--- src/rtl/mips_pkg.sv ---
// Shared encodings for the multicycle MIPS control path: opcodes, ALU/mux selects and FSM states.
package mips_pkg;

  localparam logic [5:0] OP_RTYPE = 6'b000000;
  localparam logic [5:0] OP_LW    = 6'b100011;
  localparam logic [5:0] OP_SW    = 6'b101011;
  localparam logic [5:0] OP_BEQ   = 6'b000100;
  localparam logic [5:0] OP_BNE   = 6'b000101;
  localparam logic [5:0] OP_J     = 6'b000010;
  localparam logic [5:0] OP_ADDI  = 6'b001000;
  localparam logic [5:0] OP_ANDI  = 6'b001100;
  localparam logic [5:0] OP_ORI   = 6'b001101;
  localparam logic [5:0] OP_SLTI  = 6'b001010;

  localparam logic [2:0] ALU_ADD   = 3'b000;
  localparam logic [2:0] ALU_SUB   = 3'b001;
  localparam logic [2:0] ALU_FUNCT = 3'b010;
  localparam logic [2:0] ALU_AND   = 3'b011;
  localparam logic [2:0] ALU_OR    = 3'b100;
  localparam logic [2:0] ALU_SLT   = 3'b101;

  localparam logic [1:0] SRCB_RT      = 2'b00;
  localparam logic [1:0] SRCB_FOUR    = 2'b01;
  localparam logic [1:0] SRCB_IMM     = 2'b10;
  localparam logic [1:0] SRCB_IMM_SH2 = 2'b11;

  localparam logic [1:0] PC_ALU    = 2'b00;
  localparam logic [1:0] PC_ALUOUT = 2'b01;
  localparam logic [1:0] PC_JUMP   = 2'b10;

  typedef enum logic [3:0] {
    S_FETCH  = 4'd0,
    S_DECODE = 4'd1,
    S_MEMADR = 4'd2,
    S_MEMRD  = 4'd3,
    S_MEMWB  = 4'd4,
    S_MEMWR  = 4'd5,
    S_REX    = 4'd6,
    S_RWB    = 4'd7,
    S_IEX    = 4'd8,
    S_IWB    = 4'd9,
    S_BRANCH = 4'd10,
    S_JUMP   = 4'd11
  } state_t;

  // State that follows DECODE; unsupported opcodes fall back to FETCH as a NOP.
  function automatic state_t decode_target(input logic [5:0] op);
    case (op)
      OP_RTYPE:                         decode_target = S_REX;
      OP_LW, OP_SW:                     decode_target = S_MEMADR;
      OP_BEQ, OP_BNE:                   decode_target = S_BRANCH;
      OP_J:                             decode_target = S_JUMP;
      OP_ADDI, OP_ANDI, OP_ORI, OP_SLTI: decode_target = S_IEX;
      default:                          decode_target = S_FETCH;
    endcase
  endfunction

endpackage

--- src/rtl/mc_output_decode.sv ---
// Combinational map from controller state (plus handshake/qualifier inputs) to the datapath control vector.
module mc_output_decode
  import mips_pkg::*;
(
  input  logic [3:0] state,
  input  logic [5:0] opcode,
  input  logic [5:0] op_q,
  input  logic       zero,
  input  logic       mem_ready,
  input  logic       stall,
  output logic       pc_we,
  output logic [1:0] pc_src,
  output logic       iord,
  output logic       mem_read,
  output logic       mem_write,
  output logic       ir_write,
  output logic       reg_dst,
  output logic       mem_to_reg,
  output logic       reg_write,
  output logic       alu_src_a,
  output logic [1:0] alu_src_b,
  output logic [2:0] alu_op,
  output logic       instr_done,
  output logic       illegal_op
);

  always_comb begin
    pc_we      = 1'b0;
    pc_src     = PC_ALU;
    iord       = 1'b0;
    mem_read   = 1'b0;
    mem_write  = 1'b0;
    ir_write   = 1'b0;
    reg_dst    = 1'b0;
    mem_to_reg = 1'b0;
    reg_write  = 1'b0;
    alu_src_a  = 1'b0;
    alu_src_b  = SRCB_RT;
    alu_op     = ALU_ADD;
    instr_done = 1'b0;
    illegal_op = 1'b0;
    case (state_t'(state))
      S_FETCH: begin
        alu_src_b = SRCB_FOUR;
        mem_read  = !stall;
        ir_write  = !stall && mem_ready;
        pc_we     = !stall && mem_ready;
      end
      S_DECODE: begin
        alu_src_b  = SRCB_IMM_SH2;
        illegal_op = (decode_target(opcode) == S_FETCH);
        instr_done = illegal_op;
      end
      S_MEMADR: begin
        alu_src_a = 1'b1;
        alu_src_b = SRCB_IMM;
      end
      S_MEMRD: begin
        iord     = 1'b1;
        mem_read = 1'b1;
      end
      S_MEMWB: begin
        mem_to_reg = 1'b1;
        reg_write  = 1'b1;
        instr_done = 1'b1;
      end
      S_MEMWR: begin
        iord       = 1'b1;
        mem_write  = 1'b1;
        instr_done = mem_ready;
      end
      S_REX: begin
        alu_src_a = 1'b1;
        alu_op    = ALU_FUNCT;
      end
      S_RWB: begin
        reg_dst    = 1'b1;
        reg_write  = 1'b1;
        instr_done = 1'b1;
      end
      S_IEX: begin
        alu_src_a = 1'b1;
        alu_src_b = SRCB_IMM;
        case (op_q)
          OP_ANDI: alu_op = ALU_AND;
          OP_ORI:  alu_op = ALU_OR;
          OP_SLTI: alu_op = ALU_SLT;
          default: alu_op = ALU_ADD;
        endcase
      end
      S_IWB: begin
        reg_write  = 1'b1;
        instr_done = 1'b1;
      end
      S_BRANCH: begin
        alu_src_a  = 1'b1;
        alu_op     = ALU_SUB;
        pc_src     = PC_ALUOUT;
        pc_we      = (op_q == OP_BNE) ? !zero : zero;
        instr_done = 1'b1;
      end
      S_JUMP: begin
        pc_src     = PC_JUMP;
        pc_we      = 1'b1;
        instr_done = 1'b1;
      end
      default: ;
    endcase
  end

endmodule

--- src/rtl/multicycle_controller.sv ---
// Multicycle MIPS controller: state register, memory wait/timeout counter and output qualification.
module multicycle_controller
  import mips_pkg::*;
#(
  parameter int TIMEOUT_CYCLES = 15,
  parameter int CNT_W          = 4
) (
  input  logic       clk,
  input  logic       rst_n,
  input  logic [5:0] opcode,
  input  logic       zero,
  input  logic       mem_ready,
  input  logic       stall,
  output logic       pc_we,
  output logic [1:0] pc_src,
  output logic       iord,
  output logic       mem_read,
  output logic       mem_write,
  output logic       ir_write,
  output logic       reg_dst,
  output logic       mem_to_reg,
  output logic       reg_write,
  output logic       alu_src_a,
  output logic [1:0] alu_src_b,
  output logic [2:0] alu_op,
  output logic       instr_done,
  output logic       illegal_op,
  output logic       bus_err,
  output logic [3:0] state_o
);

  state_t           state, state_nx;
  logic [CNT_W-1:0] wait_cnt;
  logic [5:0]       op_q;
  logic             waiting, timeout, wr_block;
  logic             pc_we_d, mem_read_d, mem_write_d, ir_write_d, reg_write_d;
  logic             instr_done_d, illegal_op_d;

  assign waiting = ((state == S_FETCH) && !stall) || (state == S_MEMRD) || (state == S_MEMWR);
  assign timeout = waiting && !mem_ready && (wait_cnt == CNT_W'(TIMEOUT_CYCLES));

  always_ff @(posedge clk) begin
    if (!rst_n) begin
      state    <= S_FETCH;
      wait_cnt <= '0;
    end else begin
      state <= state_nx;
      // An aborted access re-enters its target state, so it restarts the count too.
      if ((state_nx != state) || timeout)
        wait_cnt <= '0;
      else if (waiting && !mem_ready)
        wait_cnt <= wait_cnt + CNT_W'(1);
    end
  end

  always_ff @(posedge clk) begin
    if (state == S_DECODE)
      op_q <= opcode;
  end

  always_comb begin
    state_nx = state;
    case (state)
      S_FETCH:  if (!stall && mem_ready) state_nx = S_DECODE;
      S_DECODE: state_nx = decode_target(opcode);
      S_MEMADR: state_nx = (op_q == OP_LW) ? S_MEMRD : S_MEMWR;
      S_MEMRD:  if (mem_ready) state_nx = S_MEMWB;
                else if (timeout) state_nx = S_FETCH;
      S_MEMWR:  if (mem_ready || timeout) state_nx = S_FETCH;
      S_REX:    state_nx = S_RWB;
      S_IEX:    state_nx = S_IWB;
      default:  state_nx = S_FETCH;
    endcase
  end

  mc_output_decode u_decode (
    .state      (state),
    .opcode     (opcode),
    .op_q       (op_q),
    .zero       (zero),
    .mem_ready  (mem_ready),
    .stall      (stall),
    .pc_we      (pc_we_d),
    .pc_src     (pc_src),
    .iord       (iord),
    .mem_read   (mem_read_d),
    .mem_write  (mem_write_d),
    .ir_write   (ir_write_d),
    .reg_dst    (reg_dst),
    .mem_to_reg (mem_to_reg),
    .reg_write  (reg_write_d),
    .alu_src_a  (alu_src_a),
    .alu_src_b  (alu_src_b),
    .alu_op     (alu_op),
    .instr_done (instr_done_d),
    .illegal_op (illegal_op_d)
  );

  // Reset and a timed-out access both suppress every architectural write in the current cycle.
  assign wr_block   = !rst_n || timeout;
  assign pc_we      = pc_we_d && !wr_block;
  assign ir_write   = ir_write_d && !wr_block;
  assign reg_write  = reg_write_d && !wr_block;
  assign mem_write  = mem_write_d && !wr_block;
  assign mem_read   = mem_read_d && rst_n;
  assign instr_done = instr_done_d && !wr_block;
  assign illegal_op = illegal_op_d && rst_n;
  assign bus_err    = timeout && rst_n;
  assign state_o    = state;

endmodule
--- config.mk ---
export PLATFORM = sky130hd
export DESIGN_NAME = multicycle_controller
export DESIGN_NICKNAME = d
export VERILOG_FILES = /design/src/rtl/mips_pkg.sv /design/src/rtl/mc_output_decode.sv /design/src/rtl/multicycle_controller.sv
export SDC_FILE = /design/constraint.sdc
export NUM_CORES = 1
export LEC_CHECK = 0
export CAP_MARGIN = 20
export CORE_UTILIZATION = 50
export CTS_BUF_LIST = sky130_fd_sc_hd__clkbuf_4 sky130_fd_sc_hd__clkbuf_8 sky130_fd_sc_hd__clkbuf_16
export DETAILED_ROUTE_END_ITERATION = 7
export PLACE_DENSITY = 0.8
export SLEW_MARGIN = 10
export SYNTH_ARGS = -nofsm -noshare
export SYNTH_HDL_FRONTEND = slang
export SYNTH_HIERARCHICAL = 1
export SYNTH_SLANG_ARGS = --single-unit
--- constraint.sdc ---
create_clock -name clk -period 4.75 [get_ports clk]
set_input_delay 1.425 -clock clk [delete_from_list [all_inputs] [get_ports clk]]
set_output_delay 1.425 -clock clk [all_outputs]
set_load 0.02 [all_outputs]
Word level (Yosys, flattened, before mapping)
Cells that the tools add are included.
{"block": "classes", "add_sub_neg": 1, "eq_ne": 27, "muxes": 24, "bitwise": 1, "n_reduce_logical": 34}
{"operator": "$eq A6 B4 Y1 const B", "count": 7}
{"operator": "$pmux W4 S7", "count": 1}
{"operator": "$eq A4 B4 Y1 const B", "count": 5}
{"operator": "$mux W4", "count": 5}
{"operator": "$pmux W4 S5", "count": 1}
{"operator": "$eq A6 B3 Y1 const B", "count": 3}
{"operator": "$eq A6 B6 Y1 const B", "count": 3}
{"operator": "$pmux W3 S3", "count": 2}
{"operator": "$eq A4 B3 Y1 const B", "count": 4}
{"operator": "$logic_and A1 B1 Y1", "count": 12}
{"operator": "$reduce_or A2 Y1", "count": 5}
{"operator": "$mux W1", "count": 9}
{"operator": "$eq A4 B2 Y1 const B", "count": 2}
{"operator": "$logic_not A4 Y1", "count": 2}
{"operator": "$reduce_or A4 Y1", "count": 2}
{"operator": "$eq A6 B2 Y1 const B", "count": 1}
{"operator": "$logic_not A6 Y1", "count": 1}
{"operator": "$pmux W1 S3", "count": 2}
{"operator": "$pmux W2 S3", "count": 1}
{"operator": "$logic_not A1 Y1", "count": 5}
{"operator": "$logic_or A1 B1 Y1", "count": 5}
{"operator": "$reduce_or A5 Y1", "count": 1}
{"operator": "$add A4 B1 Y4 const B", "count": 1}
{"operator": "$eq A4 B1 Y1 const B", "count": 1}
{"operator": "6 further kinds", "count": 6}
{"block": "word_totals", "regBits": 14, "output_inout_bits": 23, "wordCells": 90}

Logic depth before layout (Yosys ltp)
{"block": "logic_depth", "word_depth": 12, "mapped_depth": 6, "mapped_depth_nobuf": 6}

Modules after synthesis
The synthesis kept the hierarchy.
{"mod": "multicycle_controller", "n_inst": 1, "cells_each": 101, "area_per_inst_um2": 913.4, "seq_area_each_um2": 340.3}
{"mod": "mc_output_decode", "n_inst": 1, "cells_each": 66, "area_per_inst_um2": 420.4, "seq_area_each_um2": 0.0}

Least setup slack after synthesis
No wires, ideal clock.
{"block": "synth_timing", "kind": "input to output", "from": "input port stall", "to": "output port bus_err", "t_arrival_ns": 2.607, "t_required_ns": 3.325, "path_slack_ns": 0.718, "cell_stages": 4, "path_cell_list": "or3_4 > a221oi_4 > nand2_1 > nor2_1"}
{"block": "synth_between", "elab_chain_len": 7}
{"element": "start, declared", "line": "multicycle_controller.sv:13", "source": "input logic stall,"}
{"element": "$logic_not A1 Y1", "line": "multicycle_controller.sv:39", "source": "assign waiting = ((state == S_FETCH) && !stall) || (state == S_MEMRD) || (state == S_MEMWR);"}
{"element": "$logic_and A1 B1 Y1", "line": "multicycle_controller.sv:39"}
{"element": "$logic_or A1 B1 Y1 (2 in a row)", "line": "multicycle_controller.sv:39"}
{"element": "$logic_and A1 B1 Y1 (2 in a row)", "line": "multicycle_controller.sv:40", "source": "assign timeout = waiting && !mem_ready && (wait_cnt == CNT_W'(TIMEOUT_CYCLES));"}
{"element": "$logic_and A1 B1 Y1", "line": "multicycle_controller.sv:108", "source": "assign bus_err = timeout && rst_n;"}
{"element": "end, declared", "line": "multicycle_controller.sv:28", "source": "output logic bus_err,"}
Every way passes these cells.

Worst setup path in the final report
{"block": "layout_timing", "from": "input port opcode[5]", "to": "output port illegal_op"}
{"block": "layout_between", "elab_chain_len": 7, "elab_cells_between_ends": 18, "cone_classes": "eq/ne (9); mux (3); reduce/logical (6)"}
{"element": "start, declared", "line": "multicycle_controller.sv:10", "source": "input logic [5:0] opcode,"}
{"element": "$eq A6 B4 Y1 (tied with other cells)", "line": "mips_pkg.sv:48", "source": "case (op)"}
{"element": "$reduce_or A4 Y1 or $reduce_or A2 Y1 (tied branches)", "line": "mips_pkg.sv:48"}
{"element": "$pmux W4 S5 *", "line": "mips_pkg.sv:48"}
{"element": "$mux W4 *", "line": "mc_output_decode.sv:42", "source": "case (state_t'(state))"}
{"element": "$logic_not A4 Y1 *", "line": "mc_output_decode.sv:51", "source": "illegal_op = (decode_target(opcode) == S_FETCH);"}
{"element": "$mux W1 *", "line": "mc_output_decode.sv:42"}
{"element": "named net illegal_op_d", "line": "multicycle_controller.sv:37", "source": "logic instr_done_d, illegal_op_d;"}
{"element": "$logic_and A1 B1 Y1 *", "line": "multicycle_controller.sv:107", "source": "assign illegal_op = illegal_op_d && rst_n;"}
{"element": "end, declared", "line": "multicycle_controller.sv:27", "source": "output logic illegal_op,"}
Mark *: on every way through the listed nets, which the timed path passes. The rest lies on a longest branch. The select of a mux whose other input is x is not followed.

==> out/results.ini <==
[outcome]
status=finished clean

[finish]
n_antenna_cell=0
utilization_pct=69.7
multi_input_area_um2=936
drive_gt1_share_pct=12.3
seq_area_um2=340
fillers=224
fin_nets=217
area_delta_synth_final_pct=30.6

[timing]
max_freq_mhz=217
hold_violations=0
slew-limit-headroom_pct=39.5
setup_slack_ps=134
finalCriticalPeriod_ps=4620
drv_slew=0
rsz0062_at_grt=false
fin_crit_sh_pct=97.2
setup_viol=0
finClkSkew_ps=4.03
worst_pin_slew_ps=907

[placed_design]
portBuffers=33
gp_congestion=0.812
dp.final_hpwl_um=2480
pre_cts_slack_ps=-117

[drt]
num_vias=1384
drt_iter0_markers=29
drt_wl_total_um=3260
drc=0
wl_per_cell_um=13.9
ant_nets=0
drtPass1Iterations=5
vias_per_cell=5.91

[yosys]
synth-edff-count=6
ys_warn_count=6
syn-num-nets=179
ys.flop_type=dfxtp_1
synth_top_area_share_pct=13.5
yosys-top-cells-area=edfxtp_1, dfxtp_1, nor2_1
synth.avg_cell_area_um2=7.99
synth.distinct_cells=51
ys_seq_area_share_pct=25.5
async_reset_ff_share_pct=0
ys_ff_latch=14
syn_inst=167
synth_area_um2=1330
synth_top_area_cell=edfxtp_1

[critical_path]
crit_family=buffers and inverters
cp_max_fo=5
start_kind=input pin
crit_chain=clkdlybuf4s50_1, nor2_1, a21oi_1, a21oi_1, nor3_1, and2_1, clkdlybuf4s50_1
timing.critical_path.slowest_cell_delay_ps=590
cp_slowest_cell=clkdlybuf4s50_1
worstPathRequired_ps=3320
endpoint_kind=output port
crit_arrival_ps=3190
path_buf_inv=2
crit_type=in2out

[global_routing]
grt_antenna_before_repair=0
grt_overflow=0
grtUsageTotal_pct=24.2
first_global_vias=1172
grt_pass1_wl_um=5150
grt_max_degree=28

[cts]
cts_buffer_depth=2
clock_sinks=14
cts_hold_buf=0
postCtsSetupRepairBufs=0
clock-root-buffer=clkbuf_4
numCtsBuffers=3
h-tree-depth=1
clkTransAtPathRegs_ps=80
cts_tree=done
insertion_delay_ps=280
cts-resized-gates=7

[power]
irDropWorstVdd_v=0.000147
seq_power_share_pct=50.0
p_leak_nw=0.623
power_density_nw_per_um2=155
clkPwrFrac_pct=24.8
internal_power_mw=0.194
switching_share_pct=27.8
p_switching_mw=0.0749
comb_power_share_pct=25.2

[floorplanning]
dieArea_um2=2880
ios=34
fp-row-count=18
die_y_um=53.7
die_w_um=53.7
core_area_um2=2500
start_util_pct=53.4

[run]
maxCapViolations=0

[min_path]
hold_path_class=reg2reg

==> stage by stage <==
step	power [mW]	hold WS (ps)	cells	cell area [um2]	setup TNS (ps)
after floorplan	0.173	510	167	1330	0
after global placement	0.203	531	230	1720	-560
after detailed placement	0.205	545	230	1720	-622
after CTS	0.271	551	234	1740	0
after global routing	0.284	590	234	1740	0
final	0.269	547	234	1740	0
==> cell type report <==
class | instances | area share, %
Clock inverter | 1 | 0.216
Sequential cell | 14 | 19.5
Clock buffer | 3 | 1.29
Multi-Input combinational cell | 141 | 53.7
Tap cell | 30 | 2.16
Timing Repair Buffer | 42 | 22.4
Inverter | 3 | 0.647
==> worst paths after layout <==
path | start | endpoint | slack (ps) | cells past startpoint
setup reg to reg | state_o[2]$_SDFF_PN0_ | wait_cnt[3]$_SDFFE_PP0P_ | 2530 | 6
setup / recovery | opcode[5] | illegal_op | 130 | 7
hold reg to reg | wait_cnt[1]$_SDFFE_PP0P_ | wait_cnt[1]$_SDFFE_PP0P_ | 550 | 2
hold / removal | wait_cnt[1]$_SDFFE_PP0P_ | wait_cnt[1]$_SDFFE_PP0P_ | 550 | 2
==> kinds of logic (layout without fill, tap and decap cells) <==
logic type	after synthesis	count (layout)	synth area share (%)
compound gates	41	41	22.3
xor+xnor	7	7	4.60
fa+ha+maj	1	1	0.938
buf+inv	12	49	4.50
flops	14	14	25.5
mux	1	1	0.750
simple gates	91	91	41.4
==> tightest hold or removal path: cells and delay by family, from the launching register on <==
family	cells	cell delay, ps
and+or+nand+nor	1	50
DFF	1	330
muxes	1	120
==> synth_stat cells, types with 2 or more instances <==
cell / instances
o21ai_0: 8
xor2_1: 2
xnor2_1: 5
or3_1: 3
nand3_1: 3
a21oi_1: 13
inv_1: 3
and2_1: 5
dfxtp_1: 8
nand3b_1: 3
and3_1: 7
or2_2: 2
nor2_1: 21
nand2_1: 10
nor2b_1: 3
o221ai_1: 2
nor3b_1: 3
a211oi_1: 3
edfxtp_1: 6
nand2b_1: 9
nor4_1: 2
nor3_1: 7
o31ai_1: 3
nor4b_1: 2
clkbuf_1: 2
buf_2: 6
a31oi_1: 2
==> power groups by stage <==
| stage | registers, mW | clock network, mW | logic (mW) |
|---|---|---|---|
| floorplan | 0.135 | 0 | 0.0376 |
| global placement | 0.137 | 0 | 0.0663 |
| detailed placement | 0.137 | 0 | 0.0683 |
| CTS | 0.134 | 0.0687 | 0.0679 |
| global route | 0.135 | 0.0753 | 0.0736 |
| finish | 0.134 | 0.0669 | 0.0679 |
==> sequential cells by signal (all words and copies together) (netlist names) <==
signal / count
op_q: 6
wait_cnt: 4
state_o: 4
==> routing by layer <==
metal / GRT usage, % / up-vias / part of all wire [%]
li1: - / 692 / -
met1: 30.9 / 642 / 46
met2: 41.5 / 42 / 48
met3: 3.67 / 8 / 4.3
met4: 7.89 / 0 / 1.8
met5: 0 / - / 0
==> cell usage in the layout (no fill, tap or decap), types with 6 or more instances in the layout <==
master / n
dlygate4sd2_1: 6
nor2_1: 21
clkdlybuf4s50_1: 27
a21oi_1: 13
and3_1: 7
buf_4: 9
o21ai_0: 8
nand2b_1: 9
nor3_1: 7
nand2_1: 9
edfxtp_1: 6
dfxtp_1: 8
(Power assumes the default switching activity.)
